**config.mk**
```make
export PLATFORM = sky130hd
export DESIGN_NAME = imm_extend_pipe_flat
export DESIGN_NICKNAME = d
export VERILOG_FILES = /design/src/rtl/imm_extend_pipe_pkg.sv /design/src/rtl/imm_extend_pipe_if.sv /design/src/rtl/imm_extend_pipe_stage.sv /design/src/rtl/imm_extend_pipe.sv /design/src/flat_wrapper.sv
export SDC_FILE = /design/constraint.sdc
export NUM_CORES = 1
export LEC_CHECK = 0
export CORE_MARGIN = 2
export CORE_UTILIZATION = 34
export DETAILED_ROUTE_END_ITERATION = 16
export PLACE_DENSITY = 0.55
export SKIP_LAST_GASP = 1
export SLEW_MARGIN = 40
export SYNTH_ARGS = -nofsm -noshare
export SYNTH_HDL_FRONTEND = slang
export SYNTH_HIERARCHICAL = 1
export SYNTH_SLANG_ARGS = --single-unit
```
**constraint.sdc**
```tcl
create_clock -name clk -period 5.4 [get_ports clk]
set_input_delay 1.62 -clock clk [delete_from_list [all_inputs] [get_ports clk]]
set_output_delay 1.62 -clock clk [all_outputs]
set_load 0.1 [all_outputs]
```
**src/rtl/imm_extend_pipe_pkg.sv**
```systemverilog
// Shared definitions for the LEGv8 immediate generator.
// - Format codes carried on opCode.
// - Field LSB/MSB positions within the 32-bit instruction word.
// - ext_imm(): turns a raw, right-aligned field into a 64-bit immediate.
//   Callers narrower than 64 bits keep the low bits, so anything shifted
//   past their MSB is lost.
package imm_extend_pipe_pkg;

   localparam int MAX_W   = 64;
   // The widest raw field is B (26 bits). IW needs 16 + 2 bits.
   localparam int FIELD_W = 26;

   localparam logic [2:0] FMT_D  = 3'b000;
   localparam logic [2:0] FMT_CB = 3'b001;
   localparam logic [2:0] FMT_B  = 3'b010;
   localparam logic [2:0] FMT_I  = 3'b011;
   localparam logic [2:0] FMT_IW = 3'b100;

   localparam int D_LSB     = 12;
   localparam int D_MSB     = 20;
   localparam int CB_LSB    = 5;
   localparam int CB_MSB    = 23;
   localparam int B_LSB     = 0;
   localparam int B_MSB     = 25;
   localparam int I_LSB     = 10;
   localparam int I_MSB     = 21;
   localparam int IW_LSB    = 5;
   localparam int IW_MSB    = 20;
   localparam int IW_HW_MSB = 22;

   localparam int D_W  = D_MSB - D_LSB + 1;
   localparam int CB_W = CB_MSB - CB_LSB + 1;
   localparam int B_W  = B_MSB - B_LSB + 1;
   localparam int I_W  = I_MSB - I_LSB + 1;
   localparam int IW_W = IW_MSB - IW_LSB + 1;

   // Stage-1 payload: raw right-aligned field, its format and the illegal flag.
   typedef struct packed {
      logic [FIELD_W-1:0] field;
      logic [2:0]         fmt;
      logic               illegal;
   } s1_payload_t;

   function automatic logic is_illegal_fmt(input logic [2:0] fmt);
      return fmt > FMT_IW;
   endfunction

   // For IW, field[15:0] holds imm16 and field[17:16] holds hw.
   function automatic logic [MAX_W-1:0] ext_imm(input logic [FIELD_W-1:0] field,
                                                 input logic [2:0]         fmt,
                                                 input logic               shift_branch);
      logic [MAX_W-1:0] v;
      logic [1:0]       hw;
      v  = '0;
      hw = field[IW_W+1:IW_W];
      case (fmt)
         FMT_D:  v = {{(MAX_W-D_W){field[D_W-1]}}, field[D_W-1:0]};
         FMT_CB: begin
            v = {{(MAX_W-CB_W){field[CB_W-1]}}, field[CB_W-1:0]};
            if (shift_branch) v = v << 2;
         end
         FMT_B:  begin
            v = {{(MAX_W-B_W){field[B_W-1]}}, field[B_W-1:0]};
            if (shift_branch) v = v << 2;
         end
         FMT_I:  v = {{(MAX_W-I_W){1'b0}}, field[I_W-1:0]};
         // hw*16 is at most 48, so the shift amount fits in 6 bits.
         FMT_IW: v = {{(MAX_W-IW_W){1'b0}}, field[IW_W-1:0]} << {hw, 4'b0000};
         default: v = '0;
      endcase
      return v;
   endfunction

endpackage

```
**src/rtl/imm_extend_pipe_if.sv**
```systemverilog
// Handshake bus of the immediate generator.
// - Input side: in_valid/in_ready, instruction word "in", format select opCode.
// - Output side: out_valid/out_ready, extended immediate "out", out_err.
// - slave: the generator's view. master: the view of whoever drives
//   instructions in and consumes results.
interface imm_extend_pipe_if #(
   parameter int DATA_W  = 64,
   parameter int INSTR_W = 32
);
   logic               in_valid;
   logic               in_ready;
   logic [INSTR_W-1:0] in;
   logic [2:0]         opCode;
   logic               out_valid;
   logic               out_ready;
   logic [DATA_W-1:0]  out;
   logic               out_err;

   modport master (
      output in_valid, in, opCode, out_ready,
      input  in_ready, out_valid, out, out_err
   );

   modport slave (
      input  in_valid, in, opCode, out_ready,
      output in_ready, out_valid, out, out_err
   );
endinterface

```
**src/rtl/imm_extend_pipe_stage.sv**
```systemverilog
// imm_pipe_stage: one valid/ready register slice.
// - clk, rst    : clock, asynchronous active-high reset
// - in_valid/in_ready/in_data    : upstream side
// - out_valid/out_ready/out_data : downstream side
// It accepts a new beat whenever it is empty or its current beat leaves in
// the same cycle, so a full pipeline of these slices streams at one beat
// per clock. The data register only loads on an accepted beat, so data
// stays frozen while the consumer stalls.
module imm_pipe_stage #(
   parameter int W = 8
) (
   input  logic         clk,
   input  logic         rst,
   input  logic         in_valid,
   output logic         in_ready,
   input  logic [W-1:0] in_data,
   output logic         out_valid,
   input  logic         out_ready,
   output logic [W-1:0] out_data
);
   logic         valid_reg;
   logic [W-1:0] data_reg;

   assign in_ready  = !valid_reg || out_ready;
   assign out_valid = valid_reg;
   assign out_data  = data_reg;

   always_ff @(posedge clk or posedge rst) begin
      if (rst) begin
         valid_reg <= 1'b0;
         data_reg  <= '0;
      end else if (in_ready) begin
         valid_reg <= in_valid;
         if (in_valid) data_reg <= in_data;
      end
   end
endmodule

```
**src/rtl/imm_extend_pipe.sv**
```systemverilog
// imm_extend_pipe: two-stage pipelined LEGv8 immediate generator.
// - clk       : rising-edge clock
// - rst       : asynchronous, active-high reset
// - bus       : handshake bus (slave view): instruction and opCode in,
//               extended immediate and out_err out
// - err_count : saturating count of accepted beats with an illegal opCode
// Stage 1 captures the raw field, the format and the illegal flag. Stage 2
// extends and shifts that field and registers the result. in_ready is
// combinational through both slices from out_ready.
module imm_extend_pipe
   import imm_extend_pipe_pkg::*;
#(
   parameter int DATA_W       = 64,
   parameter int INSTR_W      = 32,
   parameter int SHIFT_BRANCH = 0,
   parameter int ERR_W        = 8
) (
   input  logic              clk,
   input  logic              rst,
   imm_extend_pipe_if.slave  bus,
   output logic [ERR_W-1:0]  err_count
);
   localparam int S2_W = DATA_W + 1;

   s1_payload_t      s1_in;
   s1_payload_t      s1_data;
   logic             s1_valid;
   logic             s2_ready;
   logic [MAX_W-1:0] ext;
   logic [S2_W-1:0]  s2_in;
   logic [S2_W-1:0]  s2_data;
   logic             in_fire;
   logic             unused_instr_bits;

   // Instruction bits above the widest field (B) are never decoded.
   assign unused_instr_bits = ^bus.in[INSTR_W-1:B_MSB+1];

   // Right-align the format's field. IW also keeps hw (in[22:21]) just
   // above imm16 so stage 2 can apply the 16*hw shift.
   always_comb begin
      s1_in         = '0;
      s1_in.fmt     = bus.opCode;
      s1_in.illegal = is_illegal_fmt(bus.opCode);
      case (bus.opCode)
         FMT_D:  s1_in.field[D_W-1:0]  = bus.in[D_MSB:D_LSB];
         FMT_CB: s1_in.field[CB_W-1:0] = bus.in[CB_MSB:CB_LSB];
         FMT_B:  s1_in.field[B_W-1:0]  = bus.in[B_MSB:B_LSB];
         FMT_I:  s1_in.field[I_W-1:0]  = bus.in[I_MSB:I_LSB];
         FMT_IW: s1_in.field[IW_HW_MSB-IW_LSB:0] = bus.in[IW_HW_MSB:IW_LSB];
         default: s1_in.field = '0;
      endcase
   end

   imm_pipe_stage #(.W($bits(s1_payload_t))) u_stage1 (
      .clk       (clk),
      .rst       (rst),
      .in_valid  (bus.in_valid),
      .in_ready  (bus.in_ready),
      .in_data   (s1_in),
      .out_valid (s1_valid),
      .out_ready (s2_ready),
      .out_data  (s1_data)
   );

   // Extension works at 64 bits; keeping the low DATA_W bits both sizes
   // sign extension correctly and zeroes IW shifts at or beyond DATA_W.
   assign ext   = ext_imm(s1_data.field, s1_data.fmt, SHIFT_BRANCH != 0);
   assign s2_in = s1_data.illegal ? {{DATA_W{1'b0}}, 1'b1}
                                  : {ext[DATA_W-1:0], 1'b0};

   imm_pipe_stage #(.W(S2_W)) u_stage2 (
      .clk       (clk),
      .rst       (rst),
      .in_valid  (s1_valid),
      .in_ready  (s2_ready),
      .in_data   (s2_in),
      .out_valid (bus.out_valid),
      .out_ready (bus.out_ready),
      .out_data  (s2_data)
   );

   assign bus.out     = s2_data[S2_W-1:1];
   assign bus.out_err = s2_data[0];

   // Counted when the illegal beat enters stage 1, not when it leaves.
   assign in_fire = bus.in_valid && bus.in_ready;

   always_ff @(posedge clk or posedge rst) begin
      if (rst) begin
         err_count <= '0;
      end else if (in_fire && is_illegal_fmt(bus.opCode) && (err_count != {ERR_W{1'b1}})) begin
         err_count <= err_count + 1'b1;
      end
   end
endmodule
```
**src/flat_wrapper.sv**
```systemverilog
// flat-port wrapper written by rule: the top's interface ports become plain ports
module imm_extend_pipe_flat import imm_extend_pipe_pkg::*;
#(
   parameter int DATA_W       = 64,
   parameter int INSTR_W      = 32,
   parameter int SHIFT_BRANCH = 0,
   parameter int ERR_W        = 8
)
  (clk, rst, err_count, bus_in_valid, bus_in, bus_opCode, bus_out_ready, bus_in_ready, bus_out_valid, bus_out, bus_out_err);
  imm_extend_pipe_if #(.DATA_W(DATA_W), .INSTR_W(INSTR_W)) bus_i ();
  input  logic clk;
  input  logic rst;
  output logic [ERR_W-1:0] err_count;
  input wire logic [$bits(bus_i.in_valid)-1:0] bus_in_valid;
  input wire logic [$bits(bus_i.in)-1:0] bus_in;
  input wire logic [$bits(bus_i.opCode)-1:0] bus_opCode;
  input wire logic [$bits(bus_i.out_ready)-1:0] bus_out_ready;
  output wire logic [$bits(bus_i.in_ready)-1:0] bus_in_ready;
  output wire logic [$bits(bus_i.out_valid)-1:0] bus_out_valid;
  output wire logic [$bits(bus_i.out)-1:0] bus_out;
  output wire logic [$bits(bus_i.out_err)-1:0] bus_out_err;
  assign bus_i.in_valid = bus_in_valid;
  assign bus_i.in = bus_in;
  assign bus_i.opCode = bus_opCode;
  assign bus_i.out_ready = bus_out_ready;
  assign bus_in_ready = bus_i.in_ready;
  assign bus_out_valid = bus_i.out_valid;
  assign bus_out = bus_i.out;
  assign bus_out_err = bus_i.out_err;
  imm_extend_pipe #(.DATA_W(DATA_W), .INSTR_W(INSTR_W), .SHIFT_BRANCH(SHIFT_BRANCH), .ERR_W(ERR_W)) u_core (.clk(clk), .rst(rst), .bus(bus_i), .err_count(err_count));
endmodule
```
==> impl_metrics.csv, run 1 <==
group,metric,value,unit
outcome,status,"finished, final reports clean",
cts,cts_sinks,105,
placement,dp_cells,770,
cts,cts_made_buffers,9,
power,power_density,378,nW/µm²
sta,worst_pin_slew,0.787,ns
final_layout,drive_above_1_share,36.9,%
worst_setup_path,path_common_cell,"nand2b_4",
final_layout,seq_area,2630,µm²
global_routing,first_global_vias,3872,
worst_setup_path,worst-path-stages,4,
synth,synth_edf_count,0,
final_layout,stdcell_count,783,
cts,post_cts_resized,0,
power,p_leak,3.77,nW
floorplan,fp.dieH,136,µm
cts,cts_tree,"built",
placement,numPortBuffers,107,
sta,max_freq,0.232,GHz
worst_setup_path,worst-path-buf-inv,2,
routing,avgRoutedWirePerCell,18.0,µm
sta,rsz0062_at_grt,"no",
sta,setup_violations,0,
placement,place.gp.congestion,0.799,
synth,avgSynthCellArea,12.7,µm²
worst_setup_path,worstPathMaxFanout,4,
worst_setup_path,worst-setup-path-type,"input port to output port",
final_layout,nets,596,
worst_setup_path,worstPathArrival,2.69,ns
worst_setup_path,cpPeakStageDelay,0.45,ns
synth,syn_nets,504,
sta,min_period,4.31,ns
worst_setup_path,end_kind,"output port",
global_routing,antenna_found_initial,0,
cts,cts_buffer_depth,2,
worst_setup_path,crit_path_start_kind,"input port",
placement,dpl.hpwl,10.3,mm
routing,drt-pass1-iter-count,4,
cts,htree_levels,3,
worst_setup_path,cp_top_family,"buffers and inverters",
routing,wl,14.1,mm
final_layout,final_common_cell,"dfrtp_1",
sta,maxSlewHeadroom,47.4,%
floorplan,core,17100,µm²
worst_setup_path,r2r_cells,5,
global_routing,grt_overflow,0,
cts,cts-root-buf,"clkbuf_16",
final_layout,multi_input_area,2960,µm²
job,maxCapViolations,0,
final_layout,post-route-util,40.2,%
final_layout,fillers,1637,
global_routing,grt_max_degree,53,
hold_path,holdPathStages,1,
floorplan,start_util,34.4,%
final_layout,final_cell_area,6880,µm²
sta,tns,0,ns
floorplan,rows,48,
synth,syn_inst,464,
power,ir_worst_vdd,0.190,mV
synth,ys_seq_elements,105,
final_layout,final_cell_mix,"105 x dfrtp_1, 80 x mux2_4, 75 x buf_2",
synth,synth_area,5880,µm²
global_routing,grt_pass1_wl,21.9,mm
cts,clk_pin_slew,0.06,ns
global_routing,grtUsageTotal,15.7,%
final_layout,syn2layout_area_growth,16.9,%
hold_path,hold_path.class,"flop to flop",
sta,final-hold-violation-count,0,
worst_setup_path,worstPathCellList,"clkdlybuf4s50_1 -> nand2b_4 -> nand2b_4 -> buf_4",
routing,post-route-drc-count,0,
synth,yosysWarnings,6,
placement,placed_cell_area,6610,µm²
routing,first_iter_violations,294,
cts,cts_hold_buf,0,
sta,clock_skew,0.00963,ns
sta,slew_violations,0,
routing,antenna_left,0,
worst_setup_path,slowest_stage,"clkdlybuf4s50_1",
synth,ys_types,46,
synth,async_flop_share,100,%
floorplan,die_w,136,µm
power,power,2.60,mW
worst_setup_path,required,3.78,ns
final_layout,antenna_cells,0,
cts,insertion_delay,0.35,ns
sta,period_share,79.9,%
routing,vias,3956,
floorplan,io_pins,114,
synth,yosysSeqAreaShare,44.7,%
synth,ys.flop_type,"dfrtp_1",
routing,routed_via_density,5.05,
cts,post_cts_buffers,0,
floorplan,die-area,18400,µm²
[routing by layer]
metal | wire [µm] | share of wire, % | vias up | global-route usage, %
li1 | - | - | 1869 | -
met1 | 6790 | 48 | 1954 | 22.8
met2 | 6260 | 44 | 120 | 23.3
met3 | 810 | 5.7 | 13 | 2.66
met4 | 233 | 1.7 | 0 | 5.84
met5 | 0 | 0 | - | 0
[cell type report]
type / instances / share of cell area [%]
Inverter: 4 / 0.218
Tap cell: 225 / 4.09
Sequential cell: 105 / 38.2
Multi-Input combinational cell: 324 / 43.0
Timing Repair Buffer: 112 / 10.6
Clock buffer: 13 / 3.93
[power breakdown]
group	internal, mW	total (mW)	switching [mW]	leakage [nW]
sequential	0.883	1.01	0.129	1.41
combinational	0.267	0.981	0.714	2.23
clock	0.343	0.610	0.267	0.134
total	1.49	2.60	1.11	3.77
[cells by family (layout without fill, tap and decap cells)]
kind of cell	Yosys count	count (layout)	synth area share (%)
xor+xnor	6	6	0.893
mux	117	117	27.2
buf+inv	35	129	5.38
simple gates	102	102	10.0
flops	105	105	44.7
fa+ha+maj	1	1	0.213
compound gates	98	98	11.7
[path summary, 6_finish.rpt]
path / slack, ns / start / to
max in group asynchronous: 2.67 / rst / u_core/u_stage2/out_data[40]
setup / recovery: 1.09 / bus_out_ready / bus_in_ready
min in group asynchronous: 1.64 / rst / u_core/err_count[6]
setup reg to reg: 3.31 / u_core/u_stage1/out_data[3] / u_core/u_stage2/out_data[51]
hold reg to reg: 0.50 / u_core/u_stage2/out_data[18] / u_core/u_stage2/out_data[18]
hold / removal: 0.50 / u_core/u_stage2/out_data[18] / u_core/u_stage2/out_data[18]
[worst register-to-register path, cell delays in order (launching register included)]
cell	delay, ns
dfrtp_1	0.64
nor3b_4	0.34
and3_1	0.22
and2b_1	0.49
a21o_1	0.21
mux2_4	0.14
[sequential cells by signal, indices dropped and copies added (netlist names)]
register / count
u_core/u_stage1/out_valid: 1
u_core/u_stage1/out_data: 30
u_core/u_stage2/out_data: 65
u_core/err_count: 8
u_core/u_stage2/out_valid: 1
[synth_stat cells (5+ instances only)]
master	instances	share of area (%)
dfrtp_1	105	45
mux2_4	80	20
a21o_1	37	4.7
nor2_1	28	1.8
a21oi_1	25	2.1
mux2_2	21	4.0
nand2_1	18	1.1
mux2i_1	16	2.7
and2_1	11	1.2
a221oi_1	9	1.3
and3_1	9	0.96
buf_12	9	3.1
o22ai_1	9	0.96
buf_2	7	0.60
buf_4	6	0.77
nand2b_1	5	0.53
nand3_1	5	0.43
nor2b_1	5	0.53
o21ai_0	5	0.43
xnor2_1	5	0.74
[stage by stage]
stage / hold slack [ns] / setup WS [ns]
6_report: 0.502 / 1.09
5_1_grt: 0.522 / 1.05
4_1_cts: 0.502 / 1.10
3_5_place_dp: 0.488 / 1.11
3_3_place_gp: 0.497 / 1.11
2_1_floorplan: 0.482 / 1.68
(Power assumes the default switching activity.)
==> run 2, diff against run 1 <==
==> constraint.sdc (replaced) <==
create_clock -name clk -period 4.4 [get_ports clk]
set_input_delay 1.32 -clock clk [delete_from_list [all_inputs] [get_ports clk]]
set_output_delay 1.32 -clock clk [all_outputs]
set_load 0.1 [all_outputs]
==> run 2 against run 1 <==
First-iteration DRC count shrank 15%. Routed wire length increased by 0.38%. Count of clock-buffer cells in the layout fell by 4. Largest power group unchanged.
==> impl_metrics.csv, run 2 (synthesized netlist as in run 1, its figures left out) <==
group,metric,value,unit
global_routing,grt_max_degree,45,
placement,numPortBuffers,107,
hold_path,hold_path.class,"flop to flop",
cts,cts-root-buf,"clkbuf_16",
floorplan,core,17100,µm²
cts,post_cts_resized,0,
cts,cts_made_buffers,9,
global_routing,grt_overflow,0,
outcome,status,"finished, final reports clean",
placement,dpl.hpwl,10.5,mm
final_layout,nets,600,
sta,clock_skew,0.00440,ns
power,p_leak,3.83,nW
sta,period_share,81.6,%
cts,cts_sinks,105,
placement,place.gp.congestion,0.811,
cts,htree_levels,3,
floorplan,io_pins,114,
sta,tns,0,ns
floorplan,rows,48,
final_layout,final_common_cell,"dfrtp_1",
routing,routed_via_density,4.96,
global_routing,antenna_found_initial,0,
cts,cts_tree,"built",
power,power_density,478,nW/µm²
global_routing,grt_pass1_wl,22.1,mm
sta,fin_ws,0.812,ns
worst_setup_path,required,3.08,ns
power,ir_worst_vdd,0.210,mV
floorplan,fp.dieH,136,µm
worst_setup_path,worst-setup-path-type,"input port to output port",
cts,cts_buffer_depth,2,
routing,drt-pass1-iter-count,5,
floorplan,die-area,18400,µm²
routing,antenna_left,0,
routing,first_iter_violations,251,
worst_setup_path,crit_path_start_kind,"input port",
cts,post_cts_buffers,0,
sta,worst_pin_slew,0.649,ns
routing,avgRoutedWirePerCell,17.9,µm
worst_setup_path,worstPathMaxFanout,4,
cts,clk_pin_slew,0.07,ns
sta,slew_violations,0,
job,maxCapViolations,0,
floorplan,start_util,34.4,%
sta,max_freq,0.279,GHz
sta,rsz0062_at_grt,"no",
placement,dp_slack,0.804,ns
floorplan,die_w,136,µm
final_layout,drive_above_1_share,37.6,%
cts,insertion_delay,0.34,ns
routing,wl_met3,668,µm
routing,post-route-drc-count,0,
sta,maxSlewHeadroom,56.7,%
worst_setup_path,crit_start,"bus_out_ready",
sta,min_period,3.59,ns
worst_setup_path,worstPathArrival,2.27,ns
sta,final-hold-violation-count,0,
routing,drt-met1-wl,6.92,mm
cts,cts_hold_buf,0,
routing,wl_met2,6.36,mm
final_layout,syn2layout_area_growth,19.0,%
routing,dr.max_layer_used,"met4",
worst_setup_path,end_kind,"output port",
routing,vias,3910,
routing,wl,14.1,mm
sta,setup_violations,0,
final_layout,largest_reg_flops,65,
global_routing,grtUsageTotal,15.8,%
final_layout,final_cell_mix,"105 x dfrtp_1, 80 x mux2_4, 74 x buf_2",
global_routing,first_global_vias,3858,
final_layout,antenna_cells,0,
worst_setup_path,r2r_start,"u_core/u_stage1/out_data[12]",
hold_path,hold_start,"u_core/u_stage2/out_data[15]",
==> run 2: area by class of cell <==
class	instances	area, µm²
fill	1639	10100
multi-input combinational	324	2950
sequential	105	2630
timing repair buffer	116	798
tap	225	282
clock buffer	9	225
clock inverter	6	108
inverter	4	17.5
==> run 2: final timing paths <==
kind | to | slack, ns | cells after the start
max | bus_in_ready | 0.81 | 4
min | u_core/u_stage2/out_data[15] | 0.51 | 1
max reg2reg | u_core/u_stage2/out_data[56] | 2.15 | 7
min reg2reg | u_core/u_stage2/out_data[15] | 0.51 | 1
max in group asynchronous | u_core/u_stage2/out_data[43] | 2.25 | 3
min in group asynchronous | u_core/err_count[6] | 1.37 | 2
==> run 2: worst max-delay path, stage by stage <==
cell	delay (ns)
clkdlybuf4s50_1	0.46
nand2b_4	0.14
nand2b_4	0.17
buf_12	0.18
==> run 2: where the power goes <==
part	internal [mW]	leakage (nW)	total (mW)	switching, mW
combinational	0.335	2.26	1.21	0.879
sequential	1.08	1.41	1.24	0.157
clock	0.551	0.161	0.892	0.341
total	1.97	3.83	3.35	1.38
==> run 2: metal layers <==
layer,global-route usage [%],vias up
li1,-,1876
met2,23.8,112
met4,5.44,0
met5,0,-
met3,2.51,13
met1,23.0,1909
==> run 2: metrics by stage <==
stage	util, %	instance area, µm²	total power, mW	hold WS, ns	std cells
after floorplan	-	5880	2.25	0.482	464
after global placement	41.0	7010	2.54	0.497	772
after detailed placement	39.0	6670	2.48	0.494	774
after CTS	40.9	7000	3.39	0.510	789
after global routing	40.9	7000	3.48	0.525	789
final	40.9	7000	3.35	0.505	789
==> run 3, diff against run 2 <==
--- a/config.mk
+++ b/config.mk
@@ -8,7 +8,7 @@
 export CORE_MARGIN = 2
 export CORE_UTILIZATION = 34
 export DETAILED_ROUTE_END_ITERATION = 16
-export PLACE_DENSITY = 0.55
+export PLACE_DENSITY = 0.57
 export SKIP_LAST_GASP = 1
 export SLEW_MARGIN = 40
 export SYNTH_ARGS = -nofsm -noshare
==> constraint.sdc (replaced) <==
create_clock -name clk -period 3.08 [get_ports clk]
set_input_delay 0.924 -clock clk [delete_from_list [all_inputs] [get_ports clk]]
set_output_delay 0.924 -clock clk [all_outputs]
set_load 0.1 [all_outputs]
==> run 3 against run 2 <==
Routed wire length up 3.7%. Flip-flop and latch count unchanged. Die area unchanged. Power up 41%. Hold slack better by 0.0029 ns. Largest cell class unchanged.
==> impl_metrics.csv, run 3 (synthesized netlist as in run 1, its figures left out) <==
group,metric,value,unit
outcome,status,"finished, final reports clean",
global_routing,first_global_vias,4038,
sta,min_period,2.78,ns
cts,cts_hold_buf,0,
cts,cts_made_buffers,9,
floorplan,core,17100,µm²
final_layout,largest_reg_flops,65,
power,power.share.clock,23.9,%
routing,antenna_left,0,
power,combPwrFrac,38.5,%
routing,vias,3961,
power,switching_share,43.5,%
placement,dpl.hpwl,10.5,mm
cts,insertion_delay,0.36,ns
worst_setup_path,r2r_end,"u_core/u_stage2/out_data[52]",
worst_setup_path,worst-setup-path-type,"input port to output port",
worst_setup_path,required,2.16,ns
sta,maxSlewHeadroom,58.2,%
worst_setup_path,worstSetupEndpoint,"bus_in_ready",
routing,routed_via_density,4.99,
global_routing,grt_max_degree,67,
power,p_leak,3.85,nW
global_routing,grtUsageTotal,16.3,%
power,power_density,656,nW/µm²
routing,post-route-drc-count,0,
worst_setup_path,end_kind,"output port",
sta,max_freq,0.359,GHz
floorplan,io_pins,114,
power,pwr-share-seq,37.6,%
floorplan,fp.dieH,136,µm
worst_setup_path,r2r_slack,1.01,ns
sta,clock_skew,0.00824,ns
final_layout,drive_above_1_share,37.9,%
final_layout,nets,603,
floorplan,rows,48,
power,p_switching,2.05,mW
cts,cts_sinks,105,
sta,period_share,90.4,%
floorplan,die_w,136,µm
sta,setup_violations,0,
worst_setup_path,worstPathMaxFanout,4,
sta,slew_violations,0,
floorplan,start_util,34.4,%
worst_setup_path,crit_start,"bus_out_ready",
placement,dp_cells,777,
sta,tns,0,ns
routing,avgRoutedWirePerCell,18.5,µm
cts,htree_levels,3,
global_routing,grt_pass1_wl,22.8,mm
final_layout,stdcell_count,793,
power,internal-power,2.67,mW
sta,rsz0062_at_grt,"no",
placement,place.gp.congestion,0.832,
final_layout,final_common_cell,"dfrtp_1",
cts,cts_tree,"built",
hold_path,hold_path.class,"flop to flop",
worst_setup_path,crit_path_start_kind,"input port",
cts,clk_pin_slew,0.07,ns
final_layout,syn2layout_area_growth,22.4,%
cts,post_cts_resized,0,
sta,final-hold-violation-count,0,
routing,drt-pass1-iter-count,4,
floorplan,die-area,18400,µm²
final_layout,final_cell_mix,"105 x dfrtp_1, 81 x buf_4, 80 x mux2_4",
global_routing,antenna_found_initial,0,
final_layout,antenna_cells,0,
placement,numPortBuffers,107,
job,maxCapViolations,0,
final_layout,fillers,1609,
cts,cts-root-buf,"clkbuf_16",
cts,cts_buffer_depth,2,
cts,post_cts_buffers,0,
global_routing,grt_overflow,0,
sta,worst_pin_slew,0.626,ns
routing,wl,14.7,mm
power,ir_worst_vdd,0.740,mV
worst_setup_path,r2r_cells,5,
routing,first_iter_violations,265,
worst_setup_path,worstPathArrival,1.86,ns
worst_setup_path,r2r_start,"u_core/u_stage1/out_data[3]",
==> run 3: cell count changes in the layout (fill, tap and decap cells not counted), sizes merged <==
cell      change
inv           +4
buf           +3
clkinvlp      -1
bufinv        -3
clkinv        +1
==> run 3: per-stage QoR <==
step / total power, mW / util [%] / setup WS [ns] / hold WS, ns / area, µm²
floorplan: 3.21 / - / 0.501 / 0.482 / 5880
global placement: 3.61 / 40.4 / 0.287 / 0.497 / 6910
detailed placement: 3.63 / 40.4 / 0.237 / 0.495 / 6910
CTS: 4.77 / 42.1 / 0.291 / 0.511 / 7200
global route: 4.93 / 42.1 / 0.266 / 0.524 / 7200
finish: 4.73 / 42.1 / 0.296 / 0.508 / 7200
==> run 3: metal layers <==
metal	wire length [µm]	track usage [%]	vias up
met2	7030	26.2	115
met1	6590	21.6	1957
li1	-	-	1872
met3	791	4.75	17
met5	0	0	-
met4	261	4.34	0
==> run 3: power groups by stage <==
| stage | logic [mW] | clock network (mW) | registers, mW |
|---|---|---|---|
| after global routing | 1.90 | 1.22 | 1.81 |
| after detailed placement | 1.83 | 0 | 1.81 |
| after floorplan | 0.632 | 0 | 2.58 |
| after global placement | 1.81 | 0 | 1.80 |
| final | 1.82 | 1.13 | 1.78 |
| after CTS | 1.83 | 1.16 | 1.78 |
==> run 3: area by class of cell <==
| cell class | instances | area, µm² | area share, % |
|---|---|---|---|
| inverters | 4 | 15.0 | 0.208 |
| well taps | 225 | 282 | 3.91 |
| multi-input cells | 324 | 2940 | 40.8 |
| clock buffers | 9 | 225 | 3.13 |
| repair buffers | 119 | 1050 | 14.6 |
| flip-flops and latches | 105 | 2630 | 36.5 |
| clock inverters | 7 | 63.8 | 0.886 |
==> run 3: how the worst min path moves through the flow <==
stage | slack (ns) | end | from | cells after the start
after floorplan | 0.48 | u_core/u_stage1/out_data[29] | u_core/u_stage1/out_data[29] | 1
after global placement | 0.50 | u_core/u_stage2/out_data[25] | u_core/u_stage2/out_data[25] | 1
after detailed placement | 0.50 | u_core/u_stage2/out_data[5] | u_core/u_stage2/out_data[5] | 1
after CTS | 0.51 | u_core/u_stage2/out_data[22] | u_core/u_stage2/out_data[22] | 1
after global routing | 0.52 | u_core/u_stage1/out_data[23] | u_core/u_stage1/out_data[23] | 1
final | 0.51 | u_core/u_stage2/out_data[20] | u_core/u_stage2/out_data[20] | 1
==> run 3: worst max-delay path, cell delays in order <==
cell and delay (ns):
clkdlybuf4s50_1 0.45, nand2b_4 0.14, nand2b_4 0.17, buf_12 0.18
